[src/rtl/fifo_deserializer.sv]
`default_nettype none
// ============================================================================
// Module   : fifo_deserializer
// Purpose  : Packs R consecutive DATA_WIDTH words into one registered wide
//            beat (first word in lane 0) with valid/ready on both sides.
//            Optional macro FIFO_DESER_TIMEOUT_EN adds an idle timeout that
//            flushes a partial group after wait_cycles idle cycles.
// Revision : 1.0 - initial release
// ============================================================================
module fifo_deserializer #(
    parameter int DATA_WIDTH = 64,
    parameter int MAX_RATIO  = 8,
    parameter int CNT_W      = $clog2(MAX_RATIO + 1)
) (
    input  logic                            clk,
    input  logic                            rst_n,
    input  logic [15:0]                     deserialization_ratio,
`ifdef FIFO_DESER_TIMEOUT_EN
    input  logic [13:0]                     wait_cycles,
`endif
    input  logic                            in_valid,
    output logic                            in_ready,
    input  logic [DATA_WIDTH-1:0]           in_data,
    output logic                            out_valid,
    input  logic                            out_ready,
    output logic [DATA_WIDTH*MAX_RATIO-1:0] out_data,
    output logic [CNT_W-1:0]                out_count,
    output logic                            busy
);

    localparam int                OUT_W       = DATA_WIDTH * MAX_RATIO;
    localparam logic [15:0]       MAX_RATIO_W = 16'(MAX_RATIO);
    localparam logic [CNT_W-1:0]  MAX_RATIO_C = CNT_W'(MAX_RATIO);
    localparam logic [CNT_W-1:0]  ONE_C       = CNT_W'(1);
    localparam logic [CNT_W-1:0]  ZERO_C      = '0;

    typedef enum logic [0:0] {
        FILL  = 1'b0,
        DRAIN = 1'b1
    } state_t;

    state_t             state_q, state_d;
    logic [CNT_W-1:0]   cnt_q, cnt_d;
    logic [CNT_W-1:0]   ratio_q, ratio_d;
    logic [CNT_W-1:0]   count_q, count_d;
    logic [OUT_W-1:0]   lanes_q, lanes_d;

    logic [CNT_W-1:0]   w_eff_ratio;
    logic [CNT_W-1:0]   w_group_ratio;
    logic [CNT_W-1:0]   w_cnt_inc;

`ifdef FIFO_DESER_TIMEOUT_EN
    logic [13:0]        idle_q, idle_d;
    logic [13:0]        w_idle_inc;
    assign w_idle_inc = idle_q + 14'd1;
`endif

    // Clamp the requested ratio into 1..MAX_RATIO.
    always_comb begin
        w_eff_ratio = deserialization_ratio[CNT_W-1:0];
        if (deserialization_ratio <= 16'd1) begin
            w_eff_ratio = ONE_C;
        end else if (deserialization_ratio > MAX_RATIO_W) begin
            w_eff_ratio = MAX_RATIO_C;
        end
    end

    // A group's ratio is fixed by whatever is presented with its first word.
    assign w_group_ratio = (cnt_q == ZERO_C) ? w_eff_ratio : ratio_q;
    assign w_cnt_inc     = cnt_q + ONE_C;

    // Outputs come straight from registers; only in_ready sees out_ready.
    assign out_valid = (state_q == DRAIN);
    assign in_ready  = (state_q == FILL) ? 1'b1 : out_ready;
    assign out_data  = lanes_q;
    assign out_count = count_q;
    assign busy      = out_valid | (cnt_q != ZERO_C);

    // Next-state logic: lane fill, beat completion and beat retirement.
    always_comb begin
        state_d = state_q;
        cnt_d   = cnt_q;
        ratio_d = ratio_q;
        count_d = count_q;
        lanes_d = lanes_q;
`ifdef FIFO_DESER_TIMEOUT_EN
        idle_d  = '0;
`endif
        case (state_q)
            FILL: begin
                if (in_valid) begin
                    if (cnt_q == ZERO_C) begin
                        ratio_d = w_eff_ratio;
                        lanes_d = '0;
                    end
                    lanes_d[cnt_q*DATA_WIDTH +: DATA_WIDTH] = in_data;
                    if (w_cnt_inc == w_group_ratio) begin
                        state_d = DRAIN;
                        count_d = w_group_ratio;
                        cnt_d   = ZERO_C;
                    end else begin
                        cnt_d   = w_cnt_inc;
                    end
                end
`ifdef FIFO_DESER_TIMEOUT_EN
                else if (cnt_q != ZERO_C) begin
                    // Idle with a partial group: count toward the flush.
                    if ((wait_cycles != 14'd0) && (w_idle_inc >= wait_cycles)) begin
                        state_d = DRAIN;
                        count_d = cnt_q;
                        cnt_d   = ZERO_C;
                    end else begin
                        idle_d  = w_idle_inc;
                    end
                end
`endif
            end
            DRAIN: begin
                if (out_ready) begin
                    lanes_d = '0;
                    count_d = ZERO_C;
                    cnt_d   = ZERO_C;
                    state_d = FILL;
                    if (in_valid) begin
                        // Retire and start the next group in the same cycle.
                        ratio_d = w_eff_ratio;
                        lanes_d[DATA_WIDTH-1:0] = in_data;
                        if (w_eff_ratio == ONE_C) begin
                            state_d = DRAIN;
                            count_d = ONE_C;
                        end else begin
                            cnt_d   = ONE_C;
                        end
                    end
                end
            end
            default: begin
                state_d = FILL;
                cnt_d   = ZERO_C;
                count_d = ZERO_C;
                lanes_d = '0;
            end
        endcase
    end

    // State registers; reset discards any held partial group.
    always_ff @(posedge clk or negedge rst_n) begin
        if (!rst_n) begin
            state_q <= FILL;
            cnt_q   <= ZERO_C;
            ratio_q <= ONE_C;
            count_q <= ZERO_C;
            lanes_q <= '0;
        end else begin
            state_q <= state_d;
            cnt_q   <= cnt_d;
            ratio_q <= ratio_d;
            count_q <= count_d;
            lanes_q <= lanes_d;
        end
    end

`ifdef FIFO_DESER_TIMEOUT_EN
    // Idle counter for the partial-group flush.
    always_ff @(posedge clk or negedge rst_n) begin
        if (!rst_n) begin
            idle_q <= '0;
        end else begin
            idle_q <= idle_d;
        end
    end
`endif

endmodule
`default_nettype wire

[config.mk]
export PLATFORM = sky130hd
export DESIGN_NAME = fifo_deserializer
export DESIGN_NICKNAME = d
export VERILOG_FILES = /design/src/rtl/fifo_deserializer.sv
export SDC_FILE = /design/constraint.sdc
export NUM_CORES = 1
export LEC_CHECK = 0
export BUFFER_PORTS_ARGS = -buffer_cell sky130_fd_sc_hd__buf_2
export CORE_MARGIN = 8
export CORE_UTILIZATION = 35
export CTS_BUF_LIST = sky130_fd_sc_hd__clkbuf_4 sky130_fd_sc_hd__clkbuf_8 sky130_fd_sc_hd__clkbuf_16
export CTS_CLUSTER_SIZE = 10
export DETAILED_ROUTE_END_ITERATION = 8
export PLACE_DENSITY = 0.68
export RECOVER_POWER = 50
export SYNTH_ARGS = -nofsm -noshare
export SYNTH_HDL_FRONTEND = slang
export SYNTH_SLANG_ARGS = --single-unit
[constraint.sdc]
create_clock -name clk -period 3.45 [get_ports clk]
set_input_delay 0.345 -clock clk [delete_from_list [all_inputs] [get_ports clk]]
set_output_delay 0.345 -clock clk [all_outputs]
set_load 0.1 [all_outputs]
After elaboration in Yosys (flattened, before gate mapping)
Index checks and enable logic that the tools add are counted.

operators by class
  magnitude comparators = 2
  add/subtract/negate cells = 2
  multiply operators = 0
  shift-type cells = 2
  equal/unequal tests = 6
  reductions and logical operators = 5
  muxes and demuxes = 34
  divide/modulo/power cells = 0
  bitwise gates (word level) = 2

operator list
  cell                                                     number
  two-way mux 512 bit                                      5
  one-hot mux 512 bit (2 select lines)                     1
  bitwise mux 512 bit                                      1
  variable shift 64 x 34 -> 512 bit, first input constant  1
  variable part select 64 x 34 -> 512 bit                  1
  two-way mux 64 bit                                       1
  two-way mux 4 bit                                        12
  negation 10 -> 34 bit                                    1
  one-hot mux 4 bit (2 select lines)                       3
  > comparator 16 x 4 -> 1 bit, second input constant      1
  <= comparator 16 x 1 -> 1 bit, second input constant     1
  two-way mux 1 bit                                        10
  inequality test 2 bit, second input constant             3
  AND reduction 3 bit                                      2
  adder 4 x 1 -> 4 bit, second input constant              1
  equality test 4 x 1 -> 1 bit, second input constant      1
  equality test 4 bit                                      1
  zero test 4 bit                                          1
  nonzero test 4 bit                                       1
  inequality test 2 x 1 -> 1 bit, second input constant    1
  one-hot mux 1 bit (2 select lines)                       1
  AND reduction 2 bit                                      1
  inverter 1 bit                                           1
  OR 1 bit                                                 1

word-level totals
  input port bits = 84
  ROM bits = 0
  output and inout port bits = 519
  register bits after elaboration = 525
  memories = 0
  bits in writable memories = 0
  word-level logic and storage cells = 58
  latch bits = 0

Longest topological paths before layout
  depth in word-level cells = 8
  mapped depth = 11
  gate-level depth less buffers = 8

Least setup slack after synthesis
No wires, ideal clock.

  kind = reg-to-reg
  from = register state_q, in the netlist out_valid
  to = register lanes_q[197], in the netlist out_data[197]
  arrival = 2.598 ns
  library setup time = 0.069 ns
  data required time = 3.381 ns
  slack = 0.783 ns
  buffers on the path = 4
  clock period less this slack = 2.667 ns
  cell stages (with the launch flop) = 9
  cells stage by stage = dfrtp_1 -> buf_2 -> nor2b_1 -> buf_2 -> a21oi_1 -> o41a_1 -> buf_2 -> buf_1 -> a22o_1

on the way
  cells in the longest elaborated chain, start to end = 3

ends and longest elaborated chain
  element                          line  RTL
  from (decl)                      42    state_t state_q, state_d;
  from (signal assigned)           155   state_q <= state_d;
  inverter 1 bit                   n/a
  inequality test 2 bit (no line)  n/a
  AND reduction 2 bit (no line)    n/a
  to (signal assigned)             159   lanes_q <= lanes_d;
  to (decl)                        46    logic [OUT_W-1:0] lanes_q, lanes_d;

Several ways; a longest one is shown, not always the timed one.
A chain may end at the register's enable or synchronous reset.

Worst setup path in the final report
  from = register cnt_q[0]
  to = register lanes_q[316], in the netlist out_data[316]

on the way
  cells in the longest elaborated chain, start to end = 7

ends and longest elaborated chain
  element                                                        line  RTL
  from (decl)                                                    43    logic [CNT_W-1:0] cnt_q, cnt_d;
  from (signal assigned)                                         156   cnt_q <= cnt_d;
  branches (longest 4 deep; another with negation 10 -> 34 bit)  n/a
  bitwise mux 512 bit *                                          96    lanes_d[cnt_q*DATA_WIDTH +: DATA_WIDTH] = in_data;
  two-way mux 512 bit *                                          91    if (in_valid) begin
  one-hot mux 512 bit (2 select lines) *                         89    case (state_q)

Every way passes the cells marked *. The select of a mux whose other input is x is not followed.

==> flow_summary.ini <==
[status]
outcome = finished with violations
violations = max-capacitance violations, max-slew violations

[global_routing]
met1_usage_pct = 26.9
met3_usage_pct = 6.37
top_usage_layer = met2
grt_pass1_wl_mm = 112
grt_pass1_vias = 17540
antenna_found_initial = 0
use_met2_pct = 35.6
gr-total-overflow = 0
grt_start_max_net_pins = 162
track_usage_pct = 21.6

[floorplanning]
start_util_pct = 35.3
die-area_um2 = 66200
core_um2 = 57700
rows = 88
chipHeight_um = 257
ios = 603
die_w_um = 257

[synth]
yosysTopAreaCell = dfrtp_1
synth-simple-area-share_pct = 17.4
synthFlopType = dfrtp_1
synthTopCellsByArea = dfrtp_1 (64%), nand2_1 (7.8%), nand3_1 (7.5%), a22o_1 (6.5%), o21ai_0 (4.7%)
yosysWarnings = 0
syn_inst = 1964
synth_edf_count = 0
synthXorXnorAreaFrac_pct = 0.215
syn_area_um2 = 20400
synth_nets = 2051
synthMuxAreaShare_pct = 0.196
async_flop_share_pct = 100
synth_top_family_by_area = simple AND/OR/NAND/NOR gates
ys_seq_elements = 525
synth_top_area_share_pct = 64.3
avgSynthCellArea_um2 = 10.4
yosysUniqueCellTypes = 49
yosysSeqAreaShare_pct = 64.4
synth_fa_ha_area_share_pct = 0.184
synth_compound_area_share_pct = 12.3

[clocking]
cts_setup_buffers = 0
cts_hold_buf = 9
cts_buffer_depth = 3
cts_resized = 0
cts_buffers = 59
htreeDepth = 2
clock_latency_ns = 0.60
cts_tree = done
clkSlewWorstSetupHoldPaths_ns = 0.06
cts_root_buf = clkbuf_16
cts.sinks = 525

[timing]
finalWorstSetupSlack_ns = 0.225
tns_ns = 0
slew_headroom_pct = -88.2
maxClockFrequency_mhz = 310
fin_crit_ns = 3.23
grt_setup_unrepaired = false
setup_viol = 0
slew_viol_final = 80
worst_slew_pin_slew_ns = 2.82
finalHoldViolCount = 0
skew_ns = 0.0129
min_period_over_period_pct = 93.5

[place]
dpl-instance-area_um2 = 24100
routabilityCongestion = 0.856
dp_hpwl_mm = 51.2
numPortBuffers = 602
dpl_worst_slack_ns = 0.312

[critical_path]
crit_required_ns = 3.95
r2r-start = cnt_q[0]$_DFFE_PN0P_
rrSetupSlack_ns = 0.22
startpoint_type = flop
critPathArrivalTime_ns = 3.73
cp_max_fo = 70
end_kind = flop
r2r_end = out_data[316]$_DFFE_PN0P_
crit_type = flop to flop
reg2reg_depth = 9

[hold_path]
hp-class = input port to flop
holdPathEnd = out_data[40]$_DFFE_PN0P_
hold_start = in_data[40]
min_path_cells = 2

[run]
cap_violations = 1

[routing]
ant_nets = 0
num_vias = 17533
drt-initial-drc-count = 1482
drt-pass1-iter-count = 5
drc = 0
avgViaCountPerCell = 5.38
wire_per_inst_um = 23.2
drt-total-wl_mm = 75.5

[layout]
nFillCells = 5604
area_delta_synth_final_pct = 25.0
layout_commonest_cell = dfrtp_1
final_nets = 2568
drive_above_1_share_pct = 19.4
n_antenna_cell = 0
final_cell_mix = dfrtp_1 (524), nand2_1 (424), buf_2 (343), nand3_1 (305), clkbuf_1 (260)
final_area_um2 = 25500
==> cell type report <==
class                   count  area [um2]  share of cell area [%]
clock inverters             4        48.8                   0.191
flip-flops and latches    525       13100                    51.6
inverters                  68         255                    1.00
multi-input cells        1174        6250                    24.5
repair buffers            653        3260                    12.8
well taps                 765         957                    3.76
clock buffers              71        1580                    6.20
==> worst max path at each step <==
stage | from | end | slack, ns | depth (start not counted)
detailed placement | cnt_q[0]$_DFFE_PN0P_ | out_data[316]$_DFFE_PN0P_ | 0.31 | 9
global placement | cnt_q[0]$_DFFE_PN0P_ | out_data[315]$_DFFE_PN0P_ | 0.49 | 9
CTS | cnt_q[0]$_DFFE_PN0P_ | out_data[316]$_DFFE_PN0P_ | 0.28 | 9
finish | cnt_q[0]$_DFFE_PN0P_ | out_data[316]$_DFFE_PN0P_ | 0.22 | 9
floorplan | out_valid$_DFF_PN0_ | out_data[197]$_DFFE_PN0P_ | 0.78 | 8
global route | rst_n | out_data[257]$_DFFE_PN0P_ | 0.02 | 3
==> layer usage <==
layer  vias to the layer above  wire length [um]
met3                       150              6970
met5                         -                 0
met2                       911             36400
met4                         0              2900
met1                      8799             29300
li1                       7673                 -
==> critical path: stages, from the launching register on <==
cell      delay, ns
dfrtp_1        0.66
inv_1          0.23
ha_1           0.32
or2_0          0.21
o21ai_1        0.15
nand3b_2       0.30
o41ai_2        0.58
buf_12         0.31
nand4_1        0.15
o21ai_0        0.12
==> sequential cells by signal, indices dropped and copies added, names as in the netlist <==
register   flops
out_data     512
ratio_q        4
out_valid      1
cnt_q          4
out_count      4
==> metrics by stage <==
stage	utilization [%]	instances	hold slack [ns]
2_1_floorplan	-	1964	0.0494
3_3_place_gp	41.8	3176	0.453
3_5_place_dp	41.8	3176	0.465
4_1_cts	44.8	3260	0.00197
5_1_grt	44.2	3260	0.00359
6_report	44.2	3260	0.0340
==> cells by family (layout without fill, tap and decap cells) <==
logic type / count (synthesis) / after routing
compound gates: 370 / 370
buf+inv: 265 / 796
flops: 525 / 525
xor+xnor: 5 / 5
simple gates: 792 / 792
mux: 4 / 4
fa+ha+maj: 3 / 3
==> cells in the mapped netlist, drive strengths merged (2+ instances only) <==
| cell type | n |
|---|---|
| dfrtp | 524 |
| nand2 | 424 |
| nand3 | 305 |
| o21ai | 196 |
| clkbuf | 154 |
| a22o | 152 |
| inv | 68 |
| buf | 43 |
| nand4 | 24 |
| nor2 | 9 |
| nor3 | 6 |
| xnor2 | 5 |
| mux2i | 4 |
| nor4 | 4 |
| o211ai | 4 |
| or2 | 4 |
| a32o | 3 |
| and2 | 3 |
| ha | 3 |
| or3 | 3 |
| a21boi | 2 |
| a31o | 2 |
| a31oi | 2 |
| nand2b | 2 |
| nand3b | 2 |
| nor3b | 2 |
| o21a | 2 |
| o41a | 2 |
Power is not shown: default switching activity piles up to over one toggle a cycle in this logic, so the estimate is an artifact.
